[src/rtl/instr_mem_loader_if.sv]
// Loader-side bundle: load request, incoming byte stream, memory write port and CPU status.
// The master modport drives the request/byte stream; the slave modport is the loader itself.
interface instr_mem_loader_if #(
  parameter int INSTR_WIDTH   = 32,
  parameter int ADDRESS_WIDTH = 32
);
  logic                     Start;
  logic [15:0]              WordCount;
  logic [7:0]               InByte;
  logic                     InValid;
  logic                     InReady;
  logic                     MemWrEn;
  logic [ADDRESS_WIDTH-1:0] MemWrAddress;
  logic [INSTR_WIDTH-1:0]   MemWrData;
  logic                     CpuHold;
  logic                     Done;
  logic                     Error;

  modport master (
    output Start, WordCount, InByte, InValid,
    input  InReady, MemWrEn, MemWrAddress, MemWrData, CpuHold, Done, Error
  );

  modport slave (
    input  Start, WordCount, InByte, InValid,
    output InReady, MemWrEn, MemWrAddress, MemWrData, CpuHold, Done, Error
  );
endinterface

[src/rtl/instr_mem_loader.sv]
// Assembles a big-endian byte stream into instruction words and writes them to memory,
// one write cycle after each word's last byte; InReady is high only while collecting bytes.
module instr_mem_loader #(
  parameter int INSTR_WIDTH   = 32,
  parameter int ADDRESS_WIDTH = 32,
  parameter int MEM_DEPTH     = 100
) (
  input  logic              CLK,
  input  logic              RST,
  instr_mem_loader_if.slave bus
);
  localparam int BYTES_PER_WORD = INSTR_WIDTH / 8;

  localparam logic [2:0] IDLE  = 3'd0;
  localparam logic [2:0] RECV  = 3'd1;
  localparam logic [2:0] WRITE = 3'd2;
  localparam logic [2:0] DONE  = 3'd3;
  localparam logic [2:0] ERR   = 3'd4;

  logic [2:0]               state;
  logic [15:0]              word_total;
  logic [15:0]              word_idx;
  logic [7:0]               byte_idx;
  logic [ADDRESS_WIDTH-1:0] addr;
  logic [INSTR_WIDTH-1:0]   shreg;
  logic [INSTR_WIDTH-1:0]   next_word;
  logic [ADDRESS_WIDTH-1:0] wr_addr;
  logic [INSTR_WIDTH-1:0]   wr_data;
  logic                     start_ok;
  logic                     last_byte;

  assign start_ok  = (bus.WordCount != 16'd0) &&
                     ({16'd0, bus.WordCount} <= 32'(MEM_DEPTH));
  assign last_byte = (byte_idx == 8'(BYTES_PER_WORD - 1));
  // Earlier bytes shift toward the MSB, so the first byte lands in the top byte.
  assign next_word = {shreg[INSTR_WIDTH-9:0], bus.InByte};

  always_ff @(posedge CLK or posedge RST) begin
    if (RST) begin
      state      <= IDLE;
      word_total <= 16'd0;
      word_idx   <= 16'd0;
      byte_idx   <= 8'd0;
      addr       <= '0;
      shreg      <= '0;
      wr_addr    <= '0;
      wr_data    <= '0;
    end else begin
      case (state)
        IDLE, DONE, ERR: begin
          if (bus.Start) begin
            if (start_ok) begin
              word_total <= bus.WordCount;
              word_idx   <= 16'd0;
              byte_idx   <= 8'd0;
              addr       <= '0;
              state      <= RECV;
            end else begin
              state <= ERR;
            end
          end
        end
        RECV: begin
          if (bus.InValid) begin
            shreg <= next_word;
            if (last_byte) begin
              byte_idx <= 8'd0;
              wr_data  <= next_word;
              wr_addr  <= addr;
              state    <= WRITE;
            end else begin
              byte_idx <= byte_idx + 8'd1;
            end
          end
        end
        WRITE: begin
          if (word_idx + 16'd1 == word_total) begin
            state <= DONE;
          end else begin
            word_idx <= word_idx + 16'd1;
            addr     <= addr + ADDRESS_WIDTH'(BYTES_PER_WORD);
            state    <= RECV;
          end
        end
        default: state <= IDLE;
      endcase
    end
  end

  assign bus.InReady      = (state == RECV);
  assign bus.MemWrEn      = (state == WRITE);
  assign bus.MemWrAddress = wr_addr;
  assign bus.MemWrData    = wr_data;
  assign bus.CpuHold      = (state != DONE);
  assign bus.Done         = (state == DONE);
  assign bus.Error        = (state == ERR);
endmodule

[src/flat_wrapper.sv]
// flat-port wrapper written by rule: the top's interface ports become plain ports
module instr_mem_loader_flat 
#(
  parameter int INSTR_WIDTH   = 32,
  parameter int ADDRESS_WIDTH = 32,
  parameter int MEM_DEPTH     = 100
)
  (CLK, RST, bus_Start, bus_WordCount, bus_InByte, bus_InValid, bus_InReady, bus_MemWrEn, bus_MemWrAddress, bus_MemWrData, bus_CpuHold, bus_Done, bus_Error);
  instr_mem_loader_if #(.INSTR_WIDTH(INSTR_WIDTH), .ADDRESS_WIDTH(ADDRESS_WIDTH)) bus_i ();
  input  logic CLK;
  input  logic RST;
  input wire logic [$bits(bus_i.Start)-1:0] bus_Start;
  input wire logic [$bits(bus_i.WordCount)-1:0] bus_WordCount;
  input wire logic [$bits(bus_i.InByte)-1:0] bus_InByte;
  input wire logic [$bits(bus_i.InValid)-1:0] bus_InValid;
  output wire logic [$bits(bus_i.InReady)-1:0] bus_InReady;
  output wire logic [$bits(bus_i.MemWrEn)-1:0] bus_MemWrEn;
  output wire logic [$bits(bus_i.MemWrAddress)-1:0] bus_MemWrAddress;
  output wire logic [$bits(bus_i.MemWrData)-1:0] bus_MemWrData;
  output wire logic [$bits(bus_i.CpuHold)-1:0] bus_CpuHold;
  output wire logic [$bits(bus_i.Done)-1:0] bus_Done;
  output wire logic [$bits(bus_i.Error)-1:0] bus_Error;
  assign bus_i.Start = bus_Start;
  assign bus_i.WordCount = bus_WordCount;
  assign bus_i.InByte = bus_InByte;
  assign bus_i.InValid = bus_InValid;
  assign bus_InReady = bus_i.InReady;
  assign bus_MemWrEn = bus_i.MemWrEn;
  assign bus_MemWrAddress = bus_i.MemWrAddress;
  assign bus_MemWrData = bus_i.MemWrData;
  assign bus_CpuHold = bus_i.CpuHold;
  assign bus_Done = bus_i.Done;
  assign bus_Error = bus_i.Error;
  instr_mem_loader #(.INSTR_WIDTH(INSTR_WIDTH), .ADDRESS_WIDTH(ADDRESS_WIDTH), .MEM_DEPTH(MEM_DEPTH)) u_core (.CLK(CLK), .RST(RST), .bus(bus_i));
endmodule
[config.mk]
export PLATFORM = sky130hd
export DESIGN_NAME = instr_mem_loader_flat
export DESIGN_NICKNAME = d
export VERILOG_FILES = /design/src/rtl/instr_mem_loader_if.sv /design/src/rtl/instr_mem_loader.sv /design/src/flat_wrapper.sv
export SDC_FILE = /design/constraint.sdc
export NUM_CORES = 1
export LEC_CHECK = 0
export CAP_MARGIN = 20
export CORE_ASPECT_RATIO = 0.5
export CORE_UTILIZATION = 50
export DETAILED_ROUTE_END_ITERATION = 10
export HOLD_SLACK_MARGIN = 0.15
export PLACE_DENSITY_LB_ADDON = 0.08
export SYNTH_ARGS = -nofsm -noshare
export SYNTH_HDL_FRONTEND = slang
export SYNTH_SLANG_ARGS = --single-unit
[constraint.sdc]
create_clock -name CLK -period 5.29 [get_ports CLK]
set_input_delay 0.529 -clock CLK [delete_from_list [all_inputs] [get_ports CLK]]
set_output_delay 0.529 -clock CLK [all_outputs]
set_load 0.01 [all_outputs]
# ---- Yosys cells after proc, flatten, opt, wreduce, memory -nomap -nowiden
# Index checks and enable logic that the tools add are counted.
dict set report classes {
  n_addsub 3
  reduce_logical 12
  n_mux 19
  n_eq_ne 12
  n_lt_le_gt_ge 1
}
# cell count
set op_table {}
lappend op_table {{$mux W32} 3}
lappend op_table {{$pmux W32 S2} 1}
lappend op_table {{$mux W16} 3}
lappend op_table {{$add A32 B3 Y32 const B} 1}
lappend op_table {{$mux W8} 4}
lappend op_table {{$pmux W16 S2} 1}
lappend op_table {{$add A16 B1 Y16 const B} 1}
lappend op_table {{$eq A16 B16 Y1} 1}
lappend op_table {{$le A16 B7 Y1 const B} 1}
lappend op_table {{$pmux W8 S2} 1}
lappend op_table {{$reduce_bool A16 Y1} 1}
lappend op_table {{$mux W3} 4}
lappend op_table {{$pmux W3 S3} 1}
lappend op_table {{$reduce_and A3 Y1} 3}
lappend op_table {{$add A8 B1 Y8 const B} 1}
lappend op_table {{$eq A8 B2 Y1 const B} 1}
lappend op_table {{$reduce_and A4 Y1} 2}
lappend op_table {{$eq A3 B2 Y1 const B} 2}
lappend op_table {{$ne A2 B2 Y1 const B} 3}
lappend op_table {{$ne A2 B1 Y1 const B} 2}
lappend op_table {{$reduce_bool A2 Y1} 2}
lappend op_table {{$eq A3 B1 Y1 const B} 1}
lappend op_table {{$eq A3 B3 Y1 const B} 1}
lappend op_table {{$logic_not A3 Y1} 1}
lappend op_table {{5 further kinds} 5}
dict set report word_totals {
  register_bits 163
  output_inout_bits 69
  elab_cells 55
  input_bits 28
}

# ---- Depth between registers and ports, before layout
dict set report logic_depth {
  depth_word 5
  mapped_depth 10
  depth_no_buf 8
}

# ---- Worst setup path before layout
# No wires, ideal clock.
dict set report synth_timing {
  kind {register to register}
  startpoint {register u_core.word_idx[0]}
  endpoint {register u_core.addr[9]}
  path_stages_with_launch 10
  required_time_ps 5160
  arrival_time_ps 2434
  setup_time_ps 130
  n_path_buf 1
  period_less_slack_ps 2563
  setup_slack_ps 2727
  path_cell_list {dfrtp_1 ha_1 and4_1 nand3_2 or4b_4 a211oi_4 buf_2 a311oi_1 a21oi_1 o2bb2ai_1}
}
dict set report synth_via {
  elab_chain_cells 4
}
# element line
set synth_lines {}
lappend synth_lines {{start: declaration} instr_mem_loader.sv:22} ;# logic [15:0] word_idx;
lappend synth_lines {{start signal: assignment} instr_mem_loader.sv:80} ;# word_idx <= word_idx + 16'd1;
lappend synth_lines {{$add A16 B1 Y16} instr_mem_loader.sv:77} ;# if (word_idx + 16'd1 == word_total) begin
lappend synth_lines {{$eq A16 B16 Y1} instr_mem_loader.sv:77}
lappend synth_lines {{$ne A2 B2 Y1 (no source line)} -}
lappend synth_lines {{$reduce_and A4 Y1 (no source line)} -}
lappend synth_lines {{end signal: assignment} instr_mem_loader.sv:81} ;# addr <= addr + ADDRESS_WIDTH'(BYTES_PER_WORD);
lappend synth_lines {{end: declaration} instr_mem_loader.sv:24} ;# logic [ADDRESS_WIDTH-1:0] addr;
# Every way passes these cells.
# A chain may end at the register's enable or synchronous reset.

# ---- Worst setup path in the final report
dict set report layout_timing {
  startpoint {register u_core.word_idx[0]}
  endpoint {register u_core.word_idx[1]}
}
dict set report layout_via {
  elab_chain_cells 4
  elab_cells_between_ends 6
  classes_between {add/sub: 1; eq/ne: 2; mux: 2; reduce/logical: 1}
}
# element line
set layout_lines {}
lappend layout_lines {{$add A16 B1 Y16 (*)} {instr_mem_loader.sv:77, instr_mem_loader.sv:80}}
lappend layout_lines {{$eq A16 B16 Y1} instr_mem_loader.sv:77}
lappend layout_lines {{$ne A2 B2 Y1 (no source line)} -}
lappend layout_lines {{$reduce_and A4 Y1 (no source line)} -}
# Mark *: on every way between the ends. The rest lies on a longest branch, timed or not. The select of a mux whose other input is x is not followed.

==> Flow_metrics.wiki <==
{| class="wikitable"
! Metric !! Value
|-
| Data required time at the worst endpoint || 5640 ps
|-
| Synthesis Warnings || 0
|-
| Worst hold slack after final layout || 494.0 ps
|-
| Number of port buffers || 94
|-
| Maximum clock rate || 288.6 MHz
|-
| Setup Crit Path Kind || reg -> reg
|-
| Resized cells post-CTS || 0
|-
| Most common flop cell mapped by yosys || sky130_fd_sc_hd__dfrtp_1
|-
| Final hold viol count || 0
|-
| Count of hold buffers inserted by post-cts repair || 0
|-
| Fraction of synthesized cell area taken by the top area cell type || 0.5215
|-
| Number of top-level pins || 97
|-
| Maximum fanout encountered on the critical timing path || 40
|-
| Register-to-register setup slack || 1820 ps
|-
| Starting density of the core || 0.5204
|-
| Detailed-routed wire length on met2 || 7454 um
|-
| Clock buffer count from CTS || 17
|-
| H-tree lvl count || 4
|-
| Critical path capture point || u_core.word_idx[1]$_DFFE_PP0P_
|-
| Mean number of vias per cell || 5.831
|-
| Routed Antenna Nets || 0
|-
| Critical Path Sink Type || flip-flop
|-
| Final Slew Violations || 0
|-
| Worst slew pin tran || 949.3 ps
|-
| Leading area contributor after synthesis || sky130_fd_sc_hd__dfrtp_1
|-
| Power per cell area || 295.8 nW/um^2
|-
| Status || completed
|-
| Average cell area after synthesis || 11.65 um^2
|-
| Async set or reset register ratio after synthesis || 1.000
|-
| Routed WL per cell || 17.35 um
|-
| Total gr overflow || 0
|-
| Start point of the critical path || u_core.word_idx[0]$_DFFE_PP0P_
|-
| Top layer reached by signal wires || met4
|-
| Clock Skews || 14.08 ps
|-
| Placed insts || 914
|-
| Number of antenna repair diodes || 0
|-
| Portion of the clock cycle consumed by the worst path in the final layout || 0.6550
|-
| IR drop worst, VDD || 279.6 uV
|-
| Synth-to-layout area growth || 22.53%
|-
| Reg2Reg Capture Point || u_core.word_idx[1]$_DFFE_PP0P_
|-
| Largest net degree at the start of global routing || 124
|-
| Part of the Yosys area used for sequential elements || 0.5215
|-
| Design Power || 2766 uW
|-
| RSZ-0062 raised after global routing || false
|-
| Cell leakage power || 0.004048 uW
|-
| Worst reg2reg startpoint || u_core.word_idx[0]$_DFFE_PP0P_
|-
| Post-layout minimum cycle time || 3465 ps
|-
| Count of non-filler cells in the finished layout || 947
|-
| Number of synthesized register bits || 159
|-
| Net count, final || 767
|-
| Relative slew margins || 0.3649
|-
| Dominant cells by area after synthesis || sky130_fd_sc_hd__dfrtp_1 52%, sky130_fd_sc_hd__mux2_2 14%, sky130_fd_sc_hd__o2bb2ai_1 4.1%
|-
| Ratio of cells with drive above 1 in the final layout || 0.2016
|-
| Unique masters post-synth || 63
|-
| WL final || 16,430 um
|-
| Data arrival at the endpoint of the critical path || 3820 ps
|-
| Cell at the root of the clock tree || sky130_fd_sc_hd__clkbuf_16
|-
| Length of routed met3 wiring || 1023 um
|-
| Post-Synthesis Cells || 655
|-
| Post-detail-place hpwl || 10,500 um
|-
| Sum of negative setup slack || 0 ps
|-
| Routability congestion estimate || 0.8455
|-
| Number of buffers on the longest clock path || 2
|-
| Wire length of the first global-routing pass || 26,810 um
|-
| Cell area after synthesis || 7630 um^2
|-
| Chip width || 176.7 um
|-
| Area of the placeable core || 14,660 um^2
|-
| Vias || 5,522
|-
| Startpoint types || flip-flop
|-
| Number of inserted filler cells in the final layout || 1,149
|-
| Number of design rule violations left after detail routing || 0
|-
| Metal1 wirelength || 7839 um
|-
| Die footprint || 15,790 um^2
|-
| Finish-stage setup viols || 0
|-
| Vias in the first global route || 5,236
|-
| Clock Sinks || 159
|-
| Router iterations before antenna repair || 5
|-
| Number of antenna violations at the first check in global routing || 0
|-
| Clock latency reported for the late side of the worst-skew pair || 420 ps
|-
| HP Class || reg -> reg
|-
| Max Cap Viol || 0
|-
| Worst r2r path cells || 9
|-
| Number of flops mapped to enable cells by yosys || 0
|-
| Setup Fix Bufs, Post-CTS || 0
|-
| Height of the chip || 89.35 um
|-
| CTS tree || done
|-
| Detailed router's first-iteration violation count || 332
|-
| Overall Global Routing Usage || 0.2175
|-
| CTS clk-pin slew, worst paths || 70 ps
|-
| Row count || 31
|}
routing by layer:
| layer | track usage | vias to the layer above |
|---|---|---|
| li1 | - | 2610 |
| met1 | 0.2975 | 2759 |
| met2 | 0.3390 | 141 |
| met3 | 0.06675 | 12 |
| met4 | 0.05564 | 0 |
| met5 | 0 | - |
worst min-delay path by stage:
stage,start,to,slack (ps),depth (start not counted)
finish,u_core.bus.MemWrAddress[18]$_DFFE_PP0P_,u_core.bus.MemWrAddress[18]$_DFFE_PP0P_,490,2
global route,u_core.shreg[18]$_DFFE_PP0P_,u_core.bus.MemWrData[26]$_DFFE_PP0P_,520,1
CTS,u_core.bus.MemWrAddress[18]$_DFFE_PP0P_,u_core.bus.MemWrAddress[18]$_DFFE_PP0P_,500,2
detailed placement,u_core.bus.MemWrAddress[18]$_DFFE_PP0P_,u_core.bus.MemWrAddress[18]$_DFFE_PP0P_,480,2
global placement,u_core.bus.MemWrAddress[18]$_DFFE_PP0P_,u_core.bus.MemWrAddress[18]$_DFFE_PP0P_,470,2
floorplan,u_core.state[2]$_DFFE_PP0P_,u_core.state[1]$_DFFE_PP0P_,450,1
synthesized netlist by cell type (2+ instances only):
| cell type | count |
|---|---|
| sky130_fd_sc_hd__a211o_1 | 2 |
| sky130_fd_sc_hd__a21o_1 | 2 |
| sky130_fd_sc_hd__a21oi_1 | 43 |
| sky130_fd_sc_hd__a22o_1 | 2 |
| sky130_fd_sc_hd__a311oi_1 | 22 |
| sky130_fd_sc_hd__and2_1 | 8 |
| sky130_fd_sc_hd__and3_1 | 4 |
| sky130_fd_sc_hd__and4_1 | 8 |
| sky130_fd_sc_hd__buf_2 | 14 |
| sky130_fd_sc_hd__buf_4 | 7 |
| sky130_fd_sc_hd__clkbuf_1 | 19 |
| sky130_fd_sc_hd__dfrtp_1 | 159 |
| sky130_fd_sc_hd__ha_1 | 3 |
| sky130_fd_sc_hd__inv_1 | 6 |
| sky130_fd_sc_hd__mux2_2 | 93 |
| sky130_fd_sc_hd__mux2i_1 | 2 |
| sky130_fd_sc_hd__nand2_1 | 29 |
| sky130_fd_sc_hd__nand2b_1 | 2 |
| sky130_fd_sc_hd__nand3_1 | 17 |
| sky130_fd_sc_hd__nand3_2 | 2 |
| sky130_fd_sc_hd__nand4_1 | 13 |
| sky130_fd_sc_hd__nand4b_1 | 3 |
| sky130_fd_sc_hd__nor2_1 | 22 |
| sky130_fd_sc_hd__nor2b_1 | 28 |
| sky130_fd_sc_hd__nor3_1 | 13 |
| sky130_fd_sc_hd__nor4_1 | 7 |
| sky130_fd_sc_hd__o211ai_1 | 2 |
| sky130_fd_sc_hd__o21a_1 | 3 |
| sky130_fd_sc_hd__o21ai_0 | 17 |
| sky130_fd_sc_hd__o21ai_1 | 2 |
| sky130_fd_sc_hd__o22ai_1 | 2 |
| sky130_fd_sc_hd__o2bb2ai_1 | 36 |
| sky130_fd_sc_hd__o31ai_1 | 4 |
| sky130_fd_sc_hd__o41ai_1 | 2 |
| sky130_fd_sc_hd__or2_2 | 6 |
| sky130_fd_sc_hd__or3_1 | 2 |
| sky130_fd_sc_hd__xnor2_1 | 12 |
| sky130_fd_sc_hd__xor2_1 | 12 |
area by class of cell:
| type | instances | area [um^2] | area share |
|---|---|---|---|
| repair buffers | 102 | 1021 | 0.1092 |
| inverters | 6 | 27.53 | 0.002944 |
| clock buffers | 17 | 425.4 | 0.04550 |
| multi-input cells | 450 | 3437 | 0.3676 |
| flip-flops and latches | 159 | 3979 | 0.4256 |
| clock inverters | 15 | 211.5 | 0.02262 |
| well taps | 198 | 247.7 | 0.02650 |
logic make-up (layout without fill, tap and decap cells):
logic type	count (synthesis)	count (layout)	share of synthesized area
buffers and inverters	47	140	0.02886
AO/OA/AOI/OAI	150	150	0.1430
flip-flops	159	159	0.5215
AND/OR/NAND/NOR	176	176	0.1338
XOR/XNOR	24	24	0.02755
multiplexers	95	95	0.1399
adder cells (fa/ha/maj)	3	3	0.004920
other	1	2	0.0004915
cells in the final DEF (no fill, tap or decap), types with 3 or more instances in the layout:
cell type,n
sky130_fd_sc_hd__dfrtp_1,159
sky130_fd_sc_hd__inv_6,3
sky130_fd_sc_hd__ha_1,3
sky130_fd_sc_hd__buf_4,7
sky130_fd_sc_hd__nand4_1,13
sky130_fd_sc_hd__clkinv_8,3
sky130_fd_sc_hd__nor4_1,7
sky130_fd_sc_hd__o2bb2ai_1,36
sky130_fd_sc_hd__xnor2_1,12
sky130_fd_sc_hd__o21ai_0,17
sky130_fd_sc_hd__and2_1,8
sky130_fd_sc_hd__and3_1,4
sky130_fd_sc_hd__or2_2,6
sky130_fd_sc_hd__o31ai_1,4
sky130_fd_sc_hd__nand2_1,28
sky130_fd_sc_hd__nor3_1,13
sky130_fd_sc_hd__a21oi_1,43
sky130_fd_sc_hd__nand3_1,17
sky130_fd_sc_hd__clkdlybuf4s50_1,94
sky130_fd_sc_hd__clkbuf_16,17
sky130_fd_sc_hd__a311oi_1,22
sky130_fd_sc_hd__o21a_1,3
sky130_fd_sc_hd__nor2b_1,28
sky130_fd_sc_hd__and4_1,8
sky130_fd_sc_hd__inv_1,5
sky130_fd_sc_hd__mux2_2,93
sky130_fd_sc_hd__nor2_1,22
sky130_fd_sc_hd__xor2_1,12
sky130_fd_sc_hd__nand4b_1,3
sky130_fd_sc_hd__inv_8,6
where the power goes:
| group | switching (uW) | internal (uW) | total (uW) |
|---|---|---|---|
| Clock | 580 | 732 | 1310 |
| Combinational | 81.1 | 77.6 | 159 |
| Sequential | 47.5 | 1250 | 1290 |
worst max-delay path, cell delays in order (launching register included):
cell and delay (ps):
sky130_fd_sc_hd__dfrtp_1 440, sky130_fd_sc_hd__ha_1 320, sky130_fd_sc_hd__and4_1 340, sky130_fd_sc_hd__nand3_2 180, sky130_fd_sc_hd__or4b_4 530, sky130_fd_sc_hd__a211oi_4 230, sky130_fd_sc_hd__buf_4 320, sky130_fd_sc_hd__nand3_2 120
sky130_fd_sc_hd__nand2b_2 640, sky130_fd_sc_hd__a22o_1 250
sequential cells by signal, summed over array words and instances, names as in the netlist:
register	count
u_core.byte_idx	8
u_core.state	3
u_core.word_idx	16
u_core.bus.MemWrAddress	30
u_core.bus.MemWrData	32
u_core.shreg	24
u_core.word_total	16
u_core.addr	30
through the flow:
step / instance area (um^2) / setup slack (ps) / utilization
2_1_floorplan: 7634 / 469.4 / -
3_3_place_gp: 8685 / 1825 / 0.5923
3_5_place_dp: 8685 / 1773 / 0.5923
4_1_cts: 9321 / 1830 / 0.6358
5_1_grt: 9349 / 1664 / 0.6377
6_report: 9349 / 1825 / 0.6377
Power figures use the tool's default switching activity.
